<file path="src/rtl/idex_skid_stage_if.sv">
// Valid/ready payload bus between pipeline stages: decode->ID/EX and ID/EX->execute.
interface idex_skid_stage_if #(
    parameter int DATA_W = 256,
    parameter int CTRL_W = 9
);
    logic              valid;
    logic              ready;
    logic [DATA_W-1:0] data;
    logic [CTRL_W-1:0] ctrl;

    modport master (output valid, output data, output ctrl, input  ready);
    modport slave  (input  valid, input  data, input  ctrl, output ready);
endinterface

</file>
<file path="src/rtl/idex_skid_stage.sv">
// ID/EX stage: main register feeding execute plus one skid entry, so in_ready can be
// registered without losing the instruction that arrives in the cycle a stall begins.
module idex_skid_stage #(
    parameter int DATA_W = 256,
    parameter int CTRL_W = 9,
    parameter int CNT_W  = 16
) (
    input  logic             clk_i,
    input  logic             reset_i,
    input  logic             flush_i,
    idex_skid_stage_if.slave  dec_if,
    idex_skid_stage_if.master exe_if,
    output logic [CNT_W-1:0] squash_cnt_o
);
    typedef struct packed {
        logic [CTRL_W-1:0] ctrl;
        logic [DATA_W-1:0] data;
    } entry_t;

    localparam logic [CNT_W+1:0] CNT_MAX = {2'b00, {CNT_W{1'b1}}};

    entry_t           main_q, main_d;
    entry_t           skid_q, skid_d;
    logic             out_valid_q, out_valid_d;
    logic             skid_valid_q, skid_valid_d;
    logic             in_ready_q, in_ready_d;
    logic [CNT_W-1:0] cnt_q, cnt_d;

    logic             in_fire;
    logic             main_free;
    logic             kill_main;
    logic [CNT_W+1:0] cnt_sum;
    entry_t           in_entry;

    assign in_entry  = '{ctrl: dec_if.ctrl, data: dec_if.data};
    assign in_fire   = dec_if.valid & in_ready_q;
    assign main_free = !out_valid_q | exe_if.ready;
    // A main entry consumed by execute in the flush cycle is completed, not squashed.
    assign kill_main = out_valid_q & !exe_if.ready;
    assign cnt_sum   = {2'b00, cnt_q}
                     + {{(CNT_W+1){1'b0}}, kill_main}
                     + {{(CNT_W+1){1'b0}}, skid_valid_q};

    always_comb begin
        main_d       = main_q;
        skid_d       = skid_q;
        out_valid_d  = out_valid_q;
        skid_valid_d = skid_valid_q;
        cnt_d        = cnt_q;

        if (flush_i) begin
            out_valid_d  = 1'b0;
            main_d.ctrl  = '0;
            skid_valid_d = 1'b0;
            cnt_d        = (cnt_sum > CNT_MAX) ? {CNT_W{1'b1}} : cnt_sum[CNT_W-1:0];
        end else if (main_free) begin
            if (skid_valid_q) begin
                main_d      = skid_q;
                out_valid_d = 1'b1;
                if (in_fire) begin
                    skid_d = in_entry;
                end else begin
                    skid_valid_d = 1'b0;
                end
            end else if (in_fire) begin
                main_d      = in_entry;
                out_valid_d = 1'b1;
            end else begin
                // Bubble: control is forced quiet, payload is left as-is.
                out_valid_d = 1'b0;
                main_d.ctrl = '0;
            end
        end else if (in_fire) begin
            skid_d       = in_entry;
            skid_valid_d = 1'b1;
        end

        in_ready_d = !skid_valid_d;
    end

    always_ff @(posedge clk_i) begin
        if (reset_i) begin
            main_q       <= '0;
            skid_q       <= '0;
            out_valid_q  <= 1'b0;
            skid_valid_q <= 1'b0;
            in_ready_q   <= 1'b1;
            cnt_q        <= '0;
        end else begin
            main_q       <= main_d;
            skid_q       <= skid_d;
            out_valid_q  <= out_valid_d;
            skid_valid_q <= skid_valid_d;
            in_ready_q   <= in_ready_d;
            cnt_q        <= cnt_d;
        end
    end

    assign dec_if.ready = in_ready_q;
    assign exe_if.valid = out_valid_q;
    assign exe_if.data  = main_q.data;
    assign exe_if.ctrl  = main_q.ctrl;
    assign squash_cnt_o = cnt_q;
endmodule

</file>
<file path="src/flat_wrapper.sv">
// flat-port wrapper written by rule: the top's interface ports become plain ports
module idex_skid_stage_flat 
#(
    parameter int DATA_W = 256,
    parameter int CTRL_W = 9,
    parameter int CNT_W  = 16
)
  (clk_i, reset_i, flush_i, squash_cnt_o, dec_if_valid, dec_if_data, dec_if_ctrl, dec_if_ready, exe_if_valid, exe_if_data, exe_if_ctrl, exe_if_ready);
  idex_skid_stage_if #(.DATA_W(DATA_W), .CTRL_W(CTRL_W)) dec_if_i ();
  idex_skid_stage_if #(.DATA_W(DATA_W), .CTRL_W(CTRL_W)) exe_if_i ();
  input  logic clk_i;
  input  logic reset_i;
  input  logic flush_i;
  output logic [CNT_W-1:0] squash_cnt_o;
  input wire logic [$bits(dec_if_i.valid)-1:0] dec_if_valid;
  input wire logic [$bits(dec_if_i.data)-1:0] dec_if_data;
  input wire logic [$bits(dec_if_i.ctrl)-1:0] dec_if_ctrl;
  output wire logic [$bits(dec_if_i.ready)-1:0] dec_if_ready;
  output wire logic [$bits(exe_if_i.valid)-1:0] exe_if_valid;
  output wire logic [$bits(exe_if_i.data)-1:0] exe_if_data;
  output wire logic [$bits(exe_if_i.ctrl)-1:0] exe_if_ctrl;
  input wire logic [$bits(exe_if_i.ready)-1:0] exe_if_ready;
  assign dec_if_i.valid = dec_if_valid;
  assign dec_if_i.data = dec_if_data;
  assign dec_if_i.ctrl = dec_if_ctrl;
  assign dec_if_ready = dec_if_i.ready;
  assign exe_if_valid = exe_if_i.valid;
  assign exe_if_data = exe_if_i.data;
  assign exe_if_ctrl = exe_if_i.ctrl;
  assign exe_if_i.ready = exe_if_ready;
  idex_skid_stage #(.DATA_W(DATA_W), .CTRL_W(CTRL_W), .CNT_W(CNT_W)) u_core (.clk_i(clk_i), .reset_i(reset_i), .flush_i(flush_i), .dec_if(dec_if_i), .exe_if(exe_if_i), .squash_cnt_o(squash_cnt_o));
endmodule
</file>
<file path="config.mk">
export PLATFORM = sky130hd
export DESIGN_NAME = idex_skid_stage_flat
export DESIGN_NICKNAME = d
export VERILOG_FILES = /design/src/rtl/idex_skid_stage_if.sv /design/src/rtl/idex_skid_stage.sv /design/src/flat_wrapper.sv
export SDC_FILE = /design/constraint.sdc
export NUM_CORES = 1
export LEC_CHECK = 0
export ABC_AREA = 1
export CORE_UTILIZATION = 35
export DETAILED_ROUTE_END_ITERATION = 7
export GPL_ROUTABILITY_DRIVEN = 0
export GPL_TIMING_DRIVEN = 0
export SETUP_SLACK_MARGIN = 0.05
export SLEW_MARGIN = 10
export SYNTH_ARGS = -nofsm -noshare
export SYNTH_HDL_FRONTEND = slang
export SYNTH_SLANG_ARGS = --single-unit
</file>
<file path="constraint.sdc">
create_clock -name clk_i -period 3.83 [get_ports clk_i]
set_input_delay 0.766 -clock clk_i [delete_from_list [all_inputs] [get_ports clk_i]]
set_output_delay 0.766 -clock clk_i [all_outputs]
set_load 0.1 [all_outputs]
</file>
==> impl_metrics.env, run 1 <==
export IMPL_power_frac_comb=0.206
export IMPL_crit_cells=20
export IMPL_total_power_mw=14.8
export IMPL_reg2regPathDepth=20
export IMPL_start_kind="input pin"
export IMPL_seqPwrFrac=0.413
export IMPL_crit_path_end="u_core.squash_cnt_o[6]"
export IMPL_clock_latency_ns=0.62
export IMPL_wl_per_cell_um=18.5
export IMPL_cp_required_ns=4.34
export IMPL_crit_path_max_incr_delay_ns=0.40
export IMPL_rsz0062_at_grt="false"
export IMPL_synth_avg_cell_area_sq_um=7.42
export IMPL_leakage_nw=11.3
export IMPL_num_rows=90
export IMPL_grt_max_degree=16
export IMPL_finalHoldViolCount=0
export IMPL_powerDensity_nw_per_um2=492
export IMPL_final_area_sq_um=30200
export IMPL_cts_made_buffers=58
export IMPL_arrival_ns=3.84
export IMPL_ys_flop_type="dfxtp_1"
export IMPL_fmax_mhz=301
export IMPL_drc=0
export IMPL_ys_ff_latch=549
export IMPL_synthXorXnorAreaFrac=0.00242
export IMPL_area_growth_pct=38.8
export IMPL_layout_min_cycle_time_ns=3.33
export IMPL_clockPowerShare=0.381
export IMPL_maxSlewViolCount=0
export IMPL_crit_family="simple AND/OR/NAND/NOR gates"
export IMPL_syn_cell_area_sq_um=21700
export IMPL_place_hpwl_um=58600
export IMPL_r2r_start="u_core.exe_if.valid"
export IMPL_timing_rr_end="u_core.squash_cnt_o[6]"
export IMPL_cts_root_buf="clkbuf_16"
export IMPL_synth_top_family_by_area="simple AND/OR/NAND/NOR gates"
export IMPL_cp_max_fo=11
export IMPL_globalRouteTotalUtil=0.249
export IMPL_die_w_um=251
export IMPL_viasPerCell=5.07
export IMPL_fin_nets=3816
export IMPL_p_switching_mw=4.78
export IMPL_htree_levels=2
export IMPL_startpoint="exe_if_ready"
export IMPL_synthAdderAreaFrac=0.00288
export IMPL_crit_type="in -> reg"
export IMPL_finalClockSkew_ns=0.0195
export IMPL_synth_edff_count=0
export IMPL_clk_pin_slew_ns=0.07
export IMPL_ctsHoldBuffers=0
export IMPL_min_path_type="reg -> reg"
export IMPL_postRouteAntennaNets=0
export IMPL_regArea_sq_um=11000
export IMPL_cts_num_sinks=549
export IMPL_fillers=6132
export IMPL_synthSimpleGateAreaFrac=0.229
export IMPL_critPathCaptureType="flip-flop"
export IMPL_ir_drop_v=0.000328
export IMPL_synth_compound_area_frac=0.207
export IMPL_die_y_um=251
export IMPL_drive_gt1_frac=0.0429
export IMPL_syn_nets=3205
export IMPL_muxShareOfSynthArea=0
export IMPL_p_int_mw=10.1
export IMPL_grt_pass1_vias=21134
export IMPL_clk_path_buf_depth=3
export IMPL_crit_path_cell_trace="clkdlybuf4s50_1, nor2_1, clkbuf_2, ha_1, ha_1, nand3_1, nor2_4, buf_6, nand3_1, nand2_1, nand2_1, nand2_2, inv_2, nand2_2, nor2_4, nor2_8, buf_12, nand2_2, nand2_1, inv_1"
export IMPL_wl_um=81200
export IMPL_vias=22230
export IMPL_cp_num_buf_inv=6
export IMPL_period_share=0.869
export IMPL_multi_input_area_sq_um=9610
export IMPL_max_cap_violations=0
export IMPL_first_iter_violations=1441
export IMPL_yosys_cell_types_count=32
export IMPL_dr_pass1_iters=6
export IMPL_cts_tree="built"
export IMPL_slew_headroom=0.174
export IMPL_pre_cts_ws_ns=-0.388
export IMPL_io_pins=553
export IMPL_synth_warnings=0
export IMPL_slowest_stage="clkdlybuf4s50_1"
export IMPL_layout_commonest_cell="nand2_1"
export IMPL_tns_ns=0
export IMPL_placement_io_buffers=551
export IMPL_tightest_slew_ns=1.23
export IMPL_ys_seq_area_frac=0.506
export IMPL_finalSetupViolations=0
export IMPL_mostFrequentLayoutCells="nand2_1, nor2_1, clkdlybuf4s50_1, dfxtp_1, o21ai_0"
export IMPL_syn_inst=2930
export IMPL_async_flop_share=0
export IMPL_antenna_found_initial=20
export IMPL_status="finished, final reports clean"
export IMPL_initial_core_util=0.357
export IMPL_setup_slack_ns=0.502
export IMPL_grt_pass1_wl_um=124000
export IMPL_core_area_sq_um=60800
export IMPL_dieArea_sq_um=63100
export IMPL_switching_share=0.322
export IMPL_overflow=0
export IMPL_place_area_sq_um=28200
export IMPL_r2r_slack_ns=0.72
how the worst min path moves through the flow:
| stage | slack [ns] | to | cells past startpoint | from |
|---|---|---|---|---|
| after floorplan | 0.45 | u_core.exe_if.data[0] | 2 | u_core.skid_q[0] |
| after global placement | 0.46 | u_core.exe_if.data[182] | 2 | u_core.skid_q[182] |
| after detailed placement | 0.46 | u_core.exe_if.data[250] | 2 | u_core.skid_q[250] |
| after CTS | 0.47 | u_core.exe_if.data[157] | 2 | u_core.skid_q[157] |
| after global routing | 0.48 | u_core.exe_if.data[180] | 2 | u_core.skid_q[180] |
| final | 0.46 | u_core.exe_if.data[200] | 2 | u_core.skid_q[200] |
cells by family (layout without fill, tap and decap cells):
group / after synthesis / after routing
XOR/XNOR: 6 / 6
other: 0 / 12
flip-flops: 549 / 549
adder cells (fa/ha/maj): 5 / 5
AO/OA/AOI/OAI: 831 / 831
buffers and inverters: 290 / 948
AND/OR/NAND/NOR: 1249 / 1249
cells in the mapped netlist, types with 3 or more instances:
library cell / n / share of area
nand4_1: 21 / 0.0060
nor2_1: 558 / 0.096
nand3_1: 26 / 0.0060
a31oi_1: 256 / 0.074
nor2_8: 4 / 0.0037
nand2_1: 605 / 0.10
nand2_4: 3 / 0.0016
o21ai_0: 539 / 0.12
nand3_2: 4 / 0.0018
buf_2: 16 / 0.0037
nor2_2: 5 / 0.0014
clkbuf_1: 220 / 0.038
a21oi_1: 28 / 0.0064
a21oi_2: 5 / 0.0020
dfxtp_1: 549 / 0.51
nor2_4: 4 / 0.0021
inv_1: 45 / 0.0078
ha_1: 5 / 0.0029
xor2_1: 6 / 0.0024
nand2_2: 15 / 0.0043
registers in the layout, summed over array words and instances (netlist names):
name	flops
u_core.exe_if.data	256
u_core.squash_cnt_o	16
u_core.exe_if.ctrl	9
u_core.skid_valid_q	1
u_core.skid_q	265
u_core.dec_if.ready	1
u_core.exe_if.valid	1
metrics by stage:
step                      cells  hold slack (ns)   util
after CTS                  4370            0.465  0.496
after detailed placement   4263            0.462  0.464
after global placement     4263            0.458  0.464
after global routing       4379            0.485  0.496
final                      4382            0.462  0.496
after floorplan            2930            0.451      -
layout make-up:
class | instances | share of cell area
sequential | 549 | 0.364
multi-input combinational | 2091 | 0.318
timing repair buffer | 551 | 0.183
clock buffer | 92 | 0.0580
tap | 782 | 0.0324
buffer | 241 | 0.0316
inverter | 49 | 0.00610
clock inverter | 15 | 0.00527
antenna | 12 | 0.000995
power by group through the flow:
stage	combinational (mW)	sequential, mW	clock, mW
after floorplan	0.579	7.70	0
after global placement	3.05	6.24	0
after detailed placement	3.05	6.24	0
after CTS	3.06	6.12	5.75
after global routing	3.20	6.15	5.97
final	3.06	6.12	5.65
worst register-to-register path, stage by stage, from the launching register on:
cell,delay (ns)
dfxtp_1,0.33
inv_1,0.04
nor2_1,0.17
clkbuf_2,0.33
ha_1,0.35
ha_1,0.36
nand3_1,0.19
nor2_4,0.16
buf_6,0.15
nand3_1,0.09
nand2_1,0.07
nand2_1,0.08
nand2_2,0.09
inv_2,0.04
nand2_2,0.07
nor2_4,0.05
nor2_8,0.14
buf_12,0.16
nand2_2,0.06
nand2_1,0.05
inv_1,0.04
layer usage:
metal / share of wire / up-vias / track usage / routed length [um]
met5: 0.0012 / - / 0 / 97
met4: 0.033 / 16 / 0.0962 / 2710
met3: 0.069 / 152 / 0.0546 / 5590
met2: 0.46 / 692 / 0.408 / 37600
met1: 0.43 / 10341 / 0.318 / 35300
li1: - / 11029 / - / -
timing repair:
action                                  4_1_cts  5_1_grt
hold endpoints to repair                      0        0
setup buffers                                 0        0
endpoints found under the setup margin        0        6
gates resized for setup                       0        2
Power figures use the tool's default switching activity.
==> run 2: changes to the inputs <==
--- a/config.mk
+++ b/config.mk
@@ -6,10 +6,13 @@
 export NUM_CORES = 1
 export LEC_CHECK = 0
 export ABC_AREA = 1
-export CORE_UTILIZATION = 35
+export CORE_AREA = 2 2 216 218
+export CTS_BUF_LIST = sky130_fd_sc_hd__clkbuf_8
 export DETAILED_ROUTE_END_ITERATION = 7
+export DIE_AREA = 0 0 218 220
 export GPL_ROUTABILITY_DRIVEN = 0
 export GPL_TIMING_DRIVEN = 0
+export PLACE_DENSITY = 0.78
 export SETUP_SLACK_MARGIN = 0.05
 export SLEW_MARGIN = 10
 export SYNTH_ARGS = -nofsm -noshare
==> impl_metrics.env, run 2 (synthesis results as in run 1) <==
export IMPL_ctsResizeCount=0
export IMPL_cp_max_fo=11
export IMPL_crit_type="in -> reg"
export IMPL_dr_pass1_iters=5
export IMPL_finalClockSkew_ns=0.0218
export IMPL_globalRouteTotalUtil=0.311
export IMPL_r2r_slack_ns=0.45
export IMPL_layout_min_cycle_time_ns=3.48
export IMPL_rsz0062_at_grt="false"
export IMPL_period_share=0.908
export IMPL_r2r_start="u_core.exe_if.valid"
export IMPL_regArea_sq_um=11000
export IMPL_ir_drop_v=0.000311
export IMPL_postRouteAntennaNets=0
export IMPL_status="finished, final reports clean"
export IMPL_pre_cts_ws_ns=-0.290
export IMPL_clk_path_buf_depth=3
export IMPL_die_y_um=220
export IMPL_crit_path_max_incr_delay_ns=0.49
export IMPL_tightest_slew_ns=1.16
export IMPL_largest_register="u_core.skid_q"
export IMPL_cts_setup_buffers=0
export IMPL_ctsHoldBuffers=0
export IMPL_initial_core_util=0.474
export IMPL_min_path_type="reg -> reg"
export IMPL_first_iter_violations=2103
export IMPL_multi_input_area_sq_um=9610
export IMPL_cts_tree="built"
export IMPL_dieArea_sq_um=48000
export IMPL_cts_made_buffers=91
export IMPL_leakage_nw=11.4
export IMPL_area_growth_pct=37.8
export IMPL_max_cap_violations=0
export IMPL_place_area_sq_um=28000
export IMPL_powerDensity_nw_per_um2=485
export IMPL_viasPerCell=5.46
export IMPL_maxSlewViolCount=0
export IMPL_start_kind="input pin"
export IMPL_crit_path_cell_trace="clkdlybuf4s50_1, nor2_1, clkbuf_1, ha_1, ha_1, nand3_1, nor2_4, buf_6, nand3_1, nand2_1, nand2_1, nand2_2, inv_2, nand2_2, nor2_4, nor2_8, buf_12, nand2_2, nand2_1, inv_1"
export IMPL_reg2regPathDepth=20
export IMPL_fin_nets=3849
export IMPL_final_area_sq_um=29900
export IMPL_arrival_ns=4.04
export IMPL_largest_reg_flops=265
export IMPL_core_area_sq_um=45900
export IMPL_holdPathEnd="u_core.exe_if.data[114]"
export IMPL_finalSetupViolations=0
export IMPL_slew_headroom=0.223
export IMPL_drc=0
export IMPL_cts_num_sinks=549
export IMPL_htree_levels=3
export IMPL_place_hpwl_um=55300
export IMPL_post_route_util=0.653
export IMPL_vias=23256
export IMPL_setup_slack_ns=0.351
export IMPL_cts_root_buf="clkbuf_8"
export IMPL_clock_latency_ns=0.68
export IMPL_clk_pin_slew_ns=0.06
export IMPL_grt_pass1_wl_um=118000
export IMPL_antenna_found_initial=14
export IMPL_timing_rr_end="u_core.squash_cnt_o[8]"
export IMPL_fmax_mhz=287
export IMPL_drive_gt1_frac=0.0552
export IMPL_slowest_stage="clkbuf_1"
export IMPL_grt_pass1_vias=21700
export IMPL_hp_start="u_core.skid_q[114]"
export IMPL_placement_io_buffers=551
export IMPL_finalHoldViolCount=0
export IMPL_overflow=0
export IMPL_fillers=4053
export IMPL_mostFrequentLayoutCells="nand2_1, nor2_1, clkdlybuf4s50_1, dfxtp_1, o21ai_0"
export IMPL_wl_per_cell_um=18.2
export IMPL_layout_commonest_cell="nand2_1"
export IMPL_wl_um=77500
export IMPL_io_pins=553
export IMPL_grt_max_degree=13
export IMPL_num_rows=79
export IMPL_die_w_um=218
export IMPL_holdPathStages=2
export IMPL_cp_required_ns=4.39
export IMPL_critPathCaptureType="flip-flop"
[run 2: changes by cell type in the layout (fill, tap and decap cells not counted), moves of 3 or more]
cell	previous run	this run
clkbuf_8	17	124
clkbuf_16	58	0
inv_1	45	68
clkbuf_1	236	220
clkinvlp_4	0	3
[run 2: final cells by class]
type | count | area share
plain buffers | 241 | 0.0318
well taps | 607 | 0.0254
flip-flops and latches | 549 | 0.367
repair buffers | 551 | 0.184
diodes | 12 | 0.00100
multi-input cells | 2091 | 0.321
clock inverters | 37 | 0.00664
inverters | 49 | 0.00614
clock buffers | 124 | 0.0570
[run 2: metal layers]
layer,vias up,share of wire,GRT usage
li1,11135,-,-
met1,10771,0.40,0.378
met2,1122,0.45,0.499
met3,224,0.095,0.0809
met4,4,0.052,0.183
met5,-,0.00030,0
[run 2: how the worst max path moves through the flow]
stage,start,to,slack [ns],cells past startpoint
finish,exe_if_ready,u_core.squash_cnt_o[8],0.35,20
global route,exe_if_ready,u_core.squash_cnt_o[7],0.13,20
CTS,exe_if_ready,u_core.squash_cnt_o[8],0.44,20
detailed placement,exe_if_ready,u_core.squash_cnt_o[6],-0.29,20
global placement,exe_if_ready,u_core.squash_cnt_o[6],-0.21,20
floorplan,u_core.exe_if.valid,u_core.squash_cnt_o[9],0.42,20
[run 2: metrics by stage]
stage	power (mW)	std cells	TNS [ns]	hold WS [ns]
floorplan	8.28	2930	0	0.451
global placement	9.26	4088	-2.03	0.457
detailed placement	9.27	4088	-3.23	0.460
CTS	14.6	4249	0	0.415
global route	15.0	4261	0	0.455
finish	14.5	4261	0	0.455
[run 2: report_power, final]
| part | internal [mW] | switching (mW) | total, mW |
|---|---|---|---|
| clock | 2.94 | 2.41 | 5.35 |
| combinational | 0.824 | 2.22 | 3.05 |
| sequential | 5.97 | 0.162 | 6.13 |
[run 2: worst max-delay path, delay by kind of cell]
family	cells	cell delay, ns
fa+ha+maj	2	0.71
buf+inv	6	1.29
simple gates	12	1.27
==> run 3: changes to the inputs <==
--- a/config.mk
+++ b/config.mk
@@ -11,7 +11,6 @@
 export DETAILED_ROUTE_END_ITERATION = 7
 export DIE_AREA = 0 0 218 220
 export GPL_ROUTABILITY_DRIVEN = 0
-export GPL_TIMING_DRIVEN = 0
 export PLACE_DENSITY = 0.78
 export SETUP_SLACK_MARGIN = 0.05
 export SLEW_MARGIN = 10
==> impl_metrics.env, run 3 (synthesis results as in run 1) <==
export IMPL_initial_core_util=0.474
export IMPL_crit_type="reg -> out"
export IMPL_cts_root_buf="clkbuf_8"
export IMPL_fin_nets=3643
export IMPL_post_route_util=0.637
export IMPL_wl_um=71000
export IMPL_crit_cells=1
export IMPL_num_rows=79
export IMPL_first_iter_violations=2200
export IMPL_finalHoldViolCount=0
export IMPL_vias=22383
export IMPL_p_int_mw=9.35
export IMPL_largest_reg_flops=265
export IMPL_reg2regPathDepth=9
export IMPL_powerDensity_nw_per_um2=477
export IMPL_dr_pass1_iters=6
export IMPL_drc=0
export IMPL_cts_setup_buffers=0
export IMPL_switching_share=0.330
export IMPL_period_share=0.834
export IMPL_place_hpwl_um=45700
export IMPL_ctsHoldBuffers=0
export IMPL_leakage_nw=11.3
export IMPL_tns_ns=0
export IMPL_crit_path_cell_trace="clkdlybuf4s50_1"
export IMPL_largest_register="u_core.skid_q"
export IMPL_start_kind="flip-flop"
export IMPL_cp_max_fo=6
export IMPL_layout_min_cycle_time_ns=3.19
export IMPL_slowest_stage="clkdlybuf4s50_1"
export IMPL_maxSlewViolCount=0
export IMPL_slew_headroom=0.0607
export IMPL_p_switching_mw=4.61
export IMPL_ctsResizeCount=0
export IMPL_ir_drop_v=0.000355
export IMPL_arrival_ns=2.43
export IMPL_seqPwrFrac=0.439
export IMPL_cts_num_sinks=549
export IMPL_placement_io_buffers=552
export IMPL_htree_levels=3
export IMPL_clk_pin_slew_ns=0.06
export IMPL_die_y_um=220
export IMPL_grt_pass1_vias=21312
export IMPL_min_path_type="reg -> reg"
export IMPL_layout_commonest_cell="nand2_1"
export IMPL_io_pins=553
export IMPL_wl_per_cell_um=17.6
export IMPL_cts_tree="built"
export IMPL_antenna_found_initial=8
export IMPL_clk_path_buf_depth=3
export IMPL_clock_latency_ns=0.69
export IMPL_startpoint="u_core.squash_cnt_o[10]"
export IMPL_viasPerCell=5.54
export IMPL_r2r_start="u_core.exe_if.valid"
export IMPL_mostFrequentLayoutCells="nand2_1, nor2_1, dfxtp_1, clkdlybuf4s50_1, o21ai_0"
export IMPL_die_w_um=218
export IMPL_finalSetupViolations=0
export IMPL_power_frac_comb=0.215
export IMPL_hp_start="u_core.skid_q[82]"
export IMPL_holdPathStages=2
export IMPL_crit_family="buffers and inverters"
export IMPL_dieArea_sq_um=48000
export IMPL_postRouteAntennaNets=0
export IMPL_rsz0062_at_grt="false"
export IMPL_max_cap_violations=0
export IMPL_tightest_slew_ns=1.41
export IMPL_crit_path_max_incr_delay_ns=1.22
export IMPL_core_area_sq_um=45900
export IMPL_cp_num_buf_inv=1
export IMPL_area_growth_pct=34.5
export IMPL_status="finished, final reports clean"
export IMPL_grt_max_degree=265
export IMPL_critPathCaptureType="output pin"
export IMPL_finalClockSkew_ns=0.0349
export IMPL_cp_required_ns=3.06
export IMPL_cts_made_buffers=88
export IMPL_grt_pass1_wl_um=110000
export IMPL_clockPowerShare=0.346
export IMPL_total_power_mw=14.0
export IMPL_overflow=0
export IMPL_drive_gt1_frac=0.0599
export IMPL_globalRouteTotalUtil=0.282
export IMPL_fmax_mhz=313
run 3: cell count changes in the layout (fill, tap and decap cells not counted), sizes merged:
cell,delta
clkdlybuf4s50,-4
buf,+21
clkbuf,-238
inv,+7
clkinv,-6
diode,-4
run 3: worst register-to-register path, stage by stage, from the launching register on:
cell,delay [ns]
dfxtp_1,0.32
inv_1,0.06
nor2_1,0.05
buf_4,0.19
inv_1,0.29
nand2_1,0.18
nand2_4,0.14
buf_12,0.57
o21ai_0,0.72
nor2_1,0.17
run 3: power groups by stage:
stage / combinational, mW / clock, mW / sequential (mW)
2_1_floorplan: 0.579 / 0 / 7.70
3_3_place_gp: 2.95 / 0 / 6.24
3_5_place_dp: 2.99 / 0 / 6.25
4_1_cts: 3.00 / 4.91 / 6.13
5_1_grt: 3.13 / 5.17 / 6.15
6_report: 3.00 / 4.82 / 6.13
run 3: area by class of cell:
| type | instances | area (sq um) |
|---|---|---|
| sequential | 549 | 11000 |
| multi-input combinational | 2091 | 9620 |
| clock inverter | 38 | 205 |
| tap | 607 | 759 |
| fill | 3894 | 16600 |
| antenna | 8 | 20.0 |
| clock buffer | 106 | 1460 |
| timing repair buffer | 589 | 5970 |
| inverter | 49 | 206 |
run 3: per-layer routing:
metal / track usage / up-vias / part of all wire
met2: 0.465 / 1069 / 0.47
li1: - / 10671 / -
met4: 0.161 / 2 / 0.048
met1: 0.333 / 10446 / 0.39
met5: 0 / - / 0.00018
met3: 0.0751 / 195 / 0.093
run 3: worst paths after layout:
path | endpoint | slack [ns]
setup / recovery | squash_cnt_o[10] | 0.64
hold / removal | u_core.exe_if.data[82] | 0.44
setup reg to reg | u_core.skid_q[160] | 1.09
hold reg to reg | u_core.exe_if.data[82] | 0.44
run 3: per-stage QoR:
step                      hold WS, ns  cells  area [sq um]  setup slack, ns
after floorplan                 0.451   2930         21700            0.423
after global placement          0.455   3885         27500            0.516
after detailed placement        0.460   3885         27500            0.395
after CTS                       0.442   4029         29200            0.615
after global routing            0.466   4035         29200            0.593
final                           0.438   4037         29200            0.635
